`config.mk`:
```
export PLATFORM = sky130hd
export DESIGN_NAME = set_on_iter
export DESIGN_NICKNAME = d
export VERILOG_FILES = /design/src/rtl/set_on_pkg.sv /design/src/rtl/set_on_iter_cmp_chunk.sv /design/src/rtl/set_on_iter.sv
export SDC_FILE = /design/constraint.sdc
export NUM_CORES = 1
export LEC_CHECK = 0
export ABC_AREA = 1
export BUFFER_PORTS_ARGS = -buffer_cell sky130_fd_sc_hd__buf_2
export CORE_UTILIZATION = 30
export DETAILED_ROUTE_END_ITERATION = 7
export GPL_ROUTABILITY_DRIVEN = 0
export GPL_TIMING_DRIVEN = 0
export SYNTH_ARGS = -nofsm -noshare
export SYNTH_HDL_FRONTEND = slang
export SYNTH_SLANG_ARGS = --single-unit
```
`constraint.sdc`:
```
create_clock -name clk -period 1.8 [get_ports clk]
set_input_delay 0.18 -clock clk [delete_from_list [all_inputs] [get_ports clk]]
set_output_delay 0.18 -clock clk [all_outputs]
set_load 0.01 [all_outputs]
```
`src/rtl/set_on_pkg.sv`:
```
// rtl/set_on_pkg.sv - op encodings, FSM state type and result helpers for set_on_iter
package set_on_pkg;

    // RISC-V branch funct3 compare encodings
    localparam logic [2:0] OP_EQ  = 3'b000;
    localparam logic [2:0] OP_NE  = 3'b001;
    localparam logic [2:0] OP_LT  = 3'b100;
    localparam logic [2:0] OP_GE  = 3'b101;
    localparam logic [2:0] OP_LTU = 3'b110;
    localparam logic [2:0] OP_GEU = 3'b111;

    typedef enum logic [1:0] {
        IDLE = 2'd0,
        SCAN = 2'd1,
        DONE = 2'd2
    } state_t;

    // Signed compares are done unsigned after flipping the sign bit of the top chunk
    function automatic logic op_is_signed(input logic [2:0] op);
        return (op == OP_LT) || (op == OP_GE);
    endfunction

    // Fold the magnitude flags into the boolean answer; reserved ops answer 0
    function automatic logic op_eval(input logic [2:0] op, input logic lt, input logic gt);
        logic r;
        case (op)
            OP_EQ:          r = !lt && !gt;
            OP_NE:          r = lt || gt;
            OP_LT, OP_LTU:  r = lt;
            OP_GE, OP_GEU:  r = !lt;
            default:        r = 1'b0;
        endcase
        return r;
    endfunction

endpackage

```
`src/rtl/set_on_iter_cmp_chunk.sv`:
```
// rtl/set_on_iter_cmp_chunk.sv - combinational unsigned compare of one chunk
module cmp_chunk #(
    parameter int CHUNK = 8
) (
    input  logic [CHUNK-1:0] a,
    input  logic [CHUNK-1:0] b,
    output logic             lt,
    output logic             gt
);

    // lt and gt are mutually exclusive; both low means the chunks are equal
    always_comb begin
        lt = (a < b);
        gt = (a > b);
    end

endmodule

```
`src/rtl/set_on_iter.sv`:
```
// rtl/set_on_iter.sv - multi-cycle chunk-serial compare producing a 0/1 set-on result
module set_on_iter #(
    parameter int WIDTH      = 32,
    parameter int CHUNK      = 8,
    parameter int EARLY_EXIT = 0
) (
    input  logic             clk,
    input  logic             rst_n,
    input  logic             in_valid,
    output logic             in_ready,
    input  logic [2:0]       op,
    input  logic [WIDTH-1:0] alu_a,
    input  logic [WIDTH-1:0] alu_b,
    output logic             out_valid,
    input  logic             out_ready,
    output logic [WIDTH-1:0] result,
    output logic             busy
);

    import set_on_pkg::*;

    localparam int SAFE_CHUNK = (CHUNK < 1) ? 1 : CHUNK;
    localparam int NCH        = WIDTH / SAFE_CHUNK;
    localparam int IDXW       = (NCH > 1) ? $clog2(NCH) : 1;
    localparam logic [IDXW-1:0]  IDX_TOP  = IDXW'(NCH - 1);
    localparam logic [CHUNK-1:0] MSB_MASK = CHUNK'(1) << (CHUNK - 1);

    if ((CHUNK < 1) || ((WIDTH % SAFE_CHUNK) != 0)) begin : g_param_check
        $error("set_on_iter: WIDTH must be a positive multiple of CHUNK");
    end

    state_t            state_q;
    state_t            state_d;
    logic [WIDTH-1:0]  a_q;
    logic [WIDTH-1:0]  b_q;
    logic [2:0]        op_q;
    logic              lt_q;
    logic              gt_q;
    logic              last_q;
    logic [IDXW-1:0]   idx_q;
    logic              result_q;

    logic [CHUNK-1:0]  a_chunk;
    logic [CHUNK-1:0]  b_chunk;
    logic              c_lt;
    logic              c_gt;
    logic              fresh;
    logic              scan_stop;

    // Pick the chunk under scan; the top chunk gets its sign bit flipped for signed ops
    always_comb begin
        a_chunk = a_q[CHUNK*int'(idx_q) +: CHUNK];
        b_chunk = b_q[CHUNK*int'(idx_q) +: CHUNK];
        if (op_is_signed(op_q) && (idx_q == IDX_TOP)) begin
            a_chunk = a_chunk ^ MSB_MASK;
            b_chunk = b_chunk ^ MSB_MASK;
        end
    end

    cmp_chunk #(.CHUNK(CHUNK)) u_cmp_chunk (
        .a  (a_chunk),
        .b  (b_chunk),
        .lt (c_lt),
        .gt (c_gt)
    );

    // No chunk has differed yet, so this chunk's verdict decides; stop after chunk 0 or early
    always_comb begin
        fresh     = !lt_q && !gt_q;
        scan_stop = (idx_q == '0) || ((EARLY_EXIT != 0) && fresh && (c_lt || c_gt));
    end

    // State register
    always_ff @(posedge clk or negedge rst_n) begin
        if (!rst_n) begin
            state_q <= IDLE;
        end else begin
            state_q <= state_d;
        end
    end

    // Next state: last_q marks that the flags are final and the result latches on this edge
    always_comb begin
        state_d = state_q;
        case (state_q)
            IDLE:    if (in_valid)  state_d = SCAN;
            SCAN:    if (last_q)    state_d = DONE;
            DONE:    if (out_ready) state_d = IDLE;
            default: state_d = IDLE;
        endcase
    end

    // Handshake outputs decoded straight from the state
    always_comb begin
        in_ready  = (state_q == IDLE);
        out_valid = (state_q == DONE);
        busy      = (state_q == SCAN) || (state_q == DONE);
        result    = WIDTH'(result_q);
    end

    // Datapath: capture operands, walk chunks MSB-first, latch result on entry to DONE
    always_ff @(posedge clk or negedge rst_n) begin
        if (!rst_n) begin
            a_q      <= '0;
            b_q      <= '0;
            op_q     <= '0;
            lt_q     <= 1'b0;
            gt_q     <= 1'b0;
            last_q   <= 1'b0;
            idx_q    <= '0;
            result_q <= 1'b0;
        end else begin
            case (state_q)
                IDLE: begin
                    if (in_valid) begin
                        a_q    <= alu_a;
                        b_q    <= alu_b;
                        op_q   <= op;
                        lt_q   <= 1'b0;
                        gt_q   <= 1'b0;
                        last_q <= 1'b0;
                        idx_q  <= IDX_TOP;
                    end
                end
                SCAN: begin
                    if (last_q) begin
                        result_q <= op_eval(op_q, lt_q, gt_q);
                        last_q   <= 1'b0;
                    end else begin
                        if (fresh) begin
                            lt_q <= c_lt;
                            gt_q <= c_gt;
                        end
                        if (scan_stop) begin
                            last_q <= 1'b1;
                        end else begin
                            idx_q <= idx_q - 1'b1;
                        end
                    end
                end
                default: ;
            endcase
        end
    end

endmodule

```
After elaboration in Yosys (flattened, before gate mapping)
Cells that the tools add are included.
{"block": "word_totals", "register_bits": 75, "input_bits": 71, "out_inout_bits": 35, "wordCells": 70}
{"block": "op_classes", "n_addsub": 1, "order_cmp": 2, "eq_ne": 14, "n_shift": 2, "muxes": 21, "bitwise_logic": 2, "n_reduce_logical": 19}
{"op": "32-bit by 6-bit variable part select with 8-bit output", "n": 2}
{"op": "8-bit 2-to-1 mux", "n": 2}
{"op": "3-bit equality test, second input constant", "n": 4}
{"op": "2-bit 2-to-1 mux", "n": 6}
{"op": "2-bit != test, second input constant", "n": 5}
{"op": "8-bit greater-than comparator", "n": 1}
{"op": "8-bit < comparator", "n": 1}
{"op": "4-bit AND reduction", "n": 2}
{"op": "1-bit 2-to-1 mux", "n": 7}
{"op": "1-bit case mux with 2 select lines", "n": 3}
{"op": "2-bit case mux with 3 select lines", "n": 1}
{"op": "2-bit AND reduction", "n": 3}
{"op": "2-bit equality test, second input constant", "n": 2}
{"op": "2-bit logical NOT", "n": 2}
{"op": "1-bit case mux with 4 select lines", "n": 1}
{"op": "2-bit case mux with 2 select lines", "n": 1}
{"op": "2-bit OR reduction", "n": 2}
{"op": "3-bit by 1-bit equality test with 1-bit output, second input constant", "n": 1}
{"op": "3-bit logical NOT", "n": 1}
{"op": "1-bit logical OR", "n": 3}
{"op": "3-bit AND reduction", "n": 1}
{"op": "2-bit by 1-bit equality test with 1-bit output, second input constant", "n": 1}
{"op": "1-bit logical AND", "n": 2}
{"op": "1-bit logical NOT", "n": 2}
{"op": "other kinds (4)", "n": 5}

Depth between registers and ports, before layout
{"block": "logic_depth", "ltp_word": 8, "ltp_mapped": 15}

Hierarchy
A second synthesis with hierarchy kept.
{"block": "hier_totals", "cells_unflattened": 387, "area_unflattened_um2": 3963.8}
{"module": "set_on_iter", "instances": 1, "cells_each": 349, "area_each_um2": 3737.3}
{"module": "cmp_chunk", "instances": 1, "cells_each": 38, "area_each_um2": 226.5}

Worst setup path after synthesis
OpenSTA, ideal clock, no wires.
{"block": "synth_timing", "kind": "flip-flop to flip-flop", "startpoint": "reg idx_q[0]", "endpoint": "reg gt_q", "t_arrival_ps": 1730, "required_time_ps": 1684, "slack_ps": -46, "stages_incl_launch_ff": 13, "path_buffers": 2, "period_less_slack_ps": 1846, "cell_sequence": "dfrtp_1 -> buf_2 -> inv_2 -> buf_2 -> nand2_1 -> a32o_1 -> ha_1 -> a21oi_1 -> nor2_1 -> nor2_1 -> nand2_1 -> nand2_1 -> nand2_1"}
{"block": "synth_between", "elab_chain_len": 7, "elab_cells_between_ends": 12, "cone_classes": "1 x order compare; 1 x eq/ne; 2 x shift; 5 x mux; 2 x bitwise; 1 x reduce/logical"}
{"item": "start, declared", "line_no": "set_on_iter.sv:40", "text": "logic [IDXW-1:0] idx_q;"}
{"item": "start signal, assigned", "line_no": "set_on_iter.sv:137", "text": "idx_q <= idx_q - 1'b1;"}
{"item": "32-bit by 6-bit variable part select with 8-bit output, or another cell as far along", "line_no": "set_on_iter.sv:52", "text": "a_chunk = a_q[CHUNK*int'(idx_q) +: CHUNK];"}
{"item": "1-bit NOT (no line) or 1-bit logical AND (tied branches)"}
{"item": "8-bit 2-to-1 mux", "line_no": "set_on_iter.sv:54", "text": "if (op_is_signed(op_q) && (idx_q == IDX_TOP)) begin"}
{"item": "8-bit greater-than comparator *", "line_no": "set_on_iter_cmp_chunk.sv:14", "text": "gt = (a > b);"}
{"item": "1-bit 2-to-1 mux *", "line_no": "set_on_iter.sv:130", "text": "if (fresh) begin"}
{"item": "1-bit 2-to-1 mux *", "line_no": "set_on_iter.sv:126", "text": "if (last_q) begin"}
{"item": "1-bit case mux with 2 select lines *", "line_no": "set_on_iter.sv:113", "text": "case (state_q)"}
{"item": "end signal, assigned", "line_no": "set_on_iter.sv:132", "text": "gt_q <= c_gt;"}
{"item": "end, declared", "line_no": "set_on_iter.sv:38", "text": "logic gt_q;"}
Every way passes the cells marked *; elsewhere a longest branch is shown, timed or not. The select of a mux whose other input is x is not followed.
A chain may end at the register's enable or synchronous reset.

Worst setup path after layout
Same ends and word-level chain as after synthesis.

==> metrics.csv <==
stage;metric;value;unit
outcome;status;finished, violations left;
outcome;failing checks;negative setup slack;
cells_and_area;fillcell total;1215;
worst_setup_path;worst setup path category;reg -> reg;
synth;Post-Syn Area;3920;µm²
cts;clock-pin transition on the worst setup and hold timing paths;60;ps
grt;pin count of the biggest net entering global routing;59;
synth;flops & latches, synth;75;
synth;Synth Area in Adders;0.0415;
drt;Routed WL per cell;14.9;µm
drt;Antenna Nets Post-Route;0;
drt;DR iter-0 viols;163;
synth;largest family of logic cells by synthesized area;multiplexers;
drt;Routed WL;9980;µm
place;IO Port Bufs;74;
worst_setup_path;Required @ worst endpoint;2030;ps
synth;count leader, synth;dfrtp_1;
cells_and_area;Area Growth Syn to Fin;36.5;%
synth;FFs w/ async S/R, synth;1.00;
synth;Yosys top cell by area;dfrtp_1;
cells_and_area;antenna diode count;0;
timing;final setup vio count;2;
grt;Overflow after GRT;0;
cts;root buffer cell;clkbuf_16;
cts;TritonCTS sink count;75;
synth;post-synthesis mux area share;0.188;
drt;DRC;0;
synth;synth top area cells;dfrtp_1 (48%), mux2_2 (17%), buf_4 (6.3%);
worst_setup_path;CP endpoint kind;register;
place;Post-DP Area;4660;µm²
job;Max Cap Viol;0;
cts;Clk Latency, worst-skew pair;340;ps
synth;Synth Area per Inst;10.7;µm²
cts;CTS buffer count;9;
synth;post-synth top area share;0.479;
min_path;Hold Path Cell Cnt;2;
timing;RSZ-0062 raised after global routing;true;
timing;max frequency;504;MHz
worst_setup_path;critical path fanouts, max;10;
worst_setup_path;Worst Setup Start Kind;register;
timing;Worst Clk Skew;5.86;ps
power_and_ir_drop;Pwr Total;10.2;mW
cells_and_area;final net count;581;
synth;post-synthesis xor/xnor area fraction;0.00447;
floorplan;Die Y;116;µm
synth;EDFF count, synth;0;
cells_and_area;Multi-input gate area;1900;µm²
worst_setup_path;Worst Path Arrival;2210;ps
timing;crit path time final;1980;ps
power_and_ir_drop;VDD IR max;0.000778;V
worst_setup_path;FF-to-FF path depth;12;
floorplan;row count;41;
cts;CTS tree;built;
synth;yosys warns;0;
timing;post-route clock period utilization;1.10;
synth;Synth Area in Compound Gates;0.0830;
synth;Cells after Synth;366;
floorplan;Initial Util;0.309;
worst_setup_path;reg2reg setup slack;-180;ps
synth;Netlist cell types;28;
floorplan;Die ar.;13500;µm²
cells_and_area;proportion of layout cells with a drive suffix above 1;0.504;
timing;fin. max-slew vios;0;
grt;initial antenna violation count;0;
grt;vias in the first global route;2975;
synth;Seq/Total Area, Yosys;0.479;
grt;first-pass GRT wire length;15500;µm
floorplan;total core area;12700;µm²
power_and_ir_drop;Cell Pwr Density;1910;nW/µm²
timing;Final Hold Vio Count;0;
power_and_ir_drop;Leakage;2.61;nW
floorplan;die width;116;µm
drt;vias per cell;4.56;
timing;Worst Setup Slack, final;-183;ps
cts;CTS HTree Levels;3;
place;hpwl dp;6720;µm
drt;Vias;3066;
cts;clock buffer depth;2;
synth;ys flop type;dfrtp_1;
cells_and_area;final instance area;5350;µm²
drt;DR pass1 iterations;4;
synth;Post-synth top cells;dfrtp_1 (75), mux2_2 (58), nand2_1 (57);
cells_and_area;register area;1880;µm²
synth;area share of and/or/nand/nor cells after synthesis;0.0948;
grt;Tot GR Track Use;0.156;
floorplan;# IOs;106;
min_path;Hold Crit Class;in -> reg;
-- per-layer routing --
| metal | up-vias | track usage | wire length, µm |
|---|---|---|---|
| li1 | 1453 | - | - |
| met1 | 1489 | 0.197 | 4290 |
| met2 | 107 | 0.254 | 4970 |
| met3 | 17 | 0.0436 | 525 |
| met4 | 0 | 0.0615 | 201 |
| met5 | - | 0 | 0 |
-- worst max-delay path: stages, from the launching register on --
cell and delay, ps:
dfrtp_1 380, buf_6 160, buf_8 140, nand2_1 80, nand3_2 100, nand2_2 60, xnor2_2 130, ha_1 300
a21o_1 200, nor2_2 140, nand2_1 60, nand2_1 60, nand2_1 50
-- flip-flops by register name (all words and copies together) (netlist names) --
register	flops
idx_q	2
result_q	1
op_q	3
a_q	32
gt_q	1
state_q	2
last_q	1
lt_q	1
b_q	32
-- per-stage QoR --
| stage | TNS (ps) | std cells | worst slack (ps) | util | hold slack, ps |
|---|---|---|---|---|---|
| 2_1_floorplan | 0 | 396 | 4.56 | - | -116 |
| 3_3_place_gp | -563 | 642 | -307 | 0.365 | 399 |
| 3_5_place_dp | -783 | 643 | -376 | 0.367 | 74.9 |
| 4_1_cts | -157 | 670 | -86.7 | 0.415 | 51.8 |
| 5_1_grt | -452 | 672 | -243 | 0.423 | 60.0 |
| 6_report | -308 | 672 | -183 | 0.423 | 56.6 |
-- placed cells by master (no fill, tap or decap), types with 3 or more instances in the layout --
master,instances
conb_1,31
o22ai_2,6
inv_1,13
ha_1,8
nand2_2,5
nand2_4,3
buf_2,73
buf_6,12
nand3_1,5
buf_8,4
a21oi_1,16
nand3_2,3
buf_4,44
mux2_2,58
nand2_1,50
a32o_2,7
o21ai_0,10
clkbuf_16,9
ha_4,5
mux2_4,4
nor2_1,20
o21ai_1,8
dfrtp_1,75
nor2_2,3
-- report_power, final --
group	total (mW)	internal, mW	switching, mW
sequential	3.00	2.53	0.465
clock	1.76	1.09	0.668
combinational	5.46	2.79	2.68
total	10.2	6.41	3.81
-- path summary, 6_finish.rpt --
path,startpoint,to
min in group asynchronous,rst_n,b_q[1]$_DFFE_PN0P_
max in group asynchronous,rst_n,a_q[27]$_DFFE_PN0P_
worst max-delay path,idx_q[0]$_DFFE_PN0P_,gt_q$_DFFE_PN0P_
worst min-delay path,alu_a[24],a_q[24]$_DFFE_PN0P_
worst min register to register,gt_q$_DFFE_PN0P_,gt_q$_DFFE_PN0P_
worst max register to register,idx_q[0]$_DFFE_PN0P_,gt_q$_DFFE_PN0P_
-- kinds of logic after synthesis --
family                     Yosys count
and+or+nand+nor                     92
DFF                                 75
buffers and inverters               65
muxes                               64
AOI/OAI and AO/OA                   54
adders and majority gates           13
xor gates and xnor gates             2
other                                1
-- cell type report --
| type | count | share of cell area |
|---|---|---|
| plain buffers | 49 | 0.0818 |
| clock buffers | 11 | 0.0453 |
| clock inverters | 3 | 0.00748 |
| inverters | 16 | 0.0150 |
| multi-input cells | 256 | 0.355 |
| flip-flops and latches | 75 | 0.351 |
| well taps | 172 | 0.0402 |
| repair buffers | 89 | 0.103 |
| repair inverters | 1 | 0.00117 |
-- repair_timing --
item | in CTS | in global routing
hold buffers | 1 | 0
buffers inserted | 8 | 2
setup endpoints to repair | 4 | 4
endpoints found under the hold margin | 17 | 0
pin swaps | 17 | 14
resized for setup | 54 | 26
gates cloned | 4 | 0
Note: power is estimated with default switching activity, not from simulation.
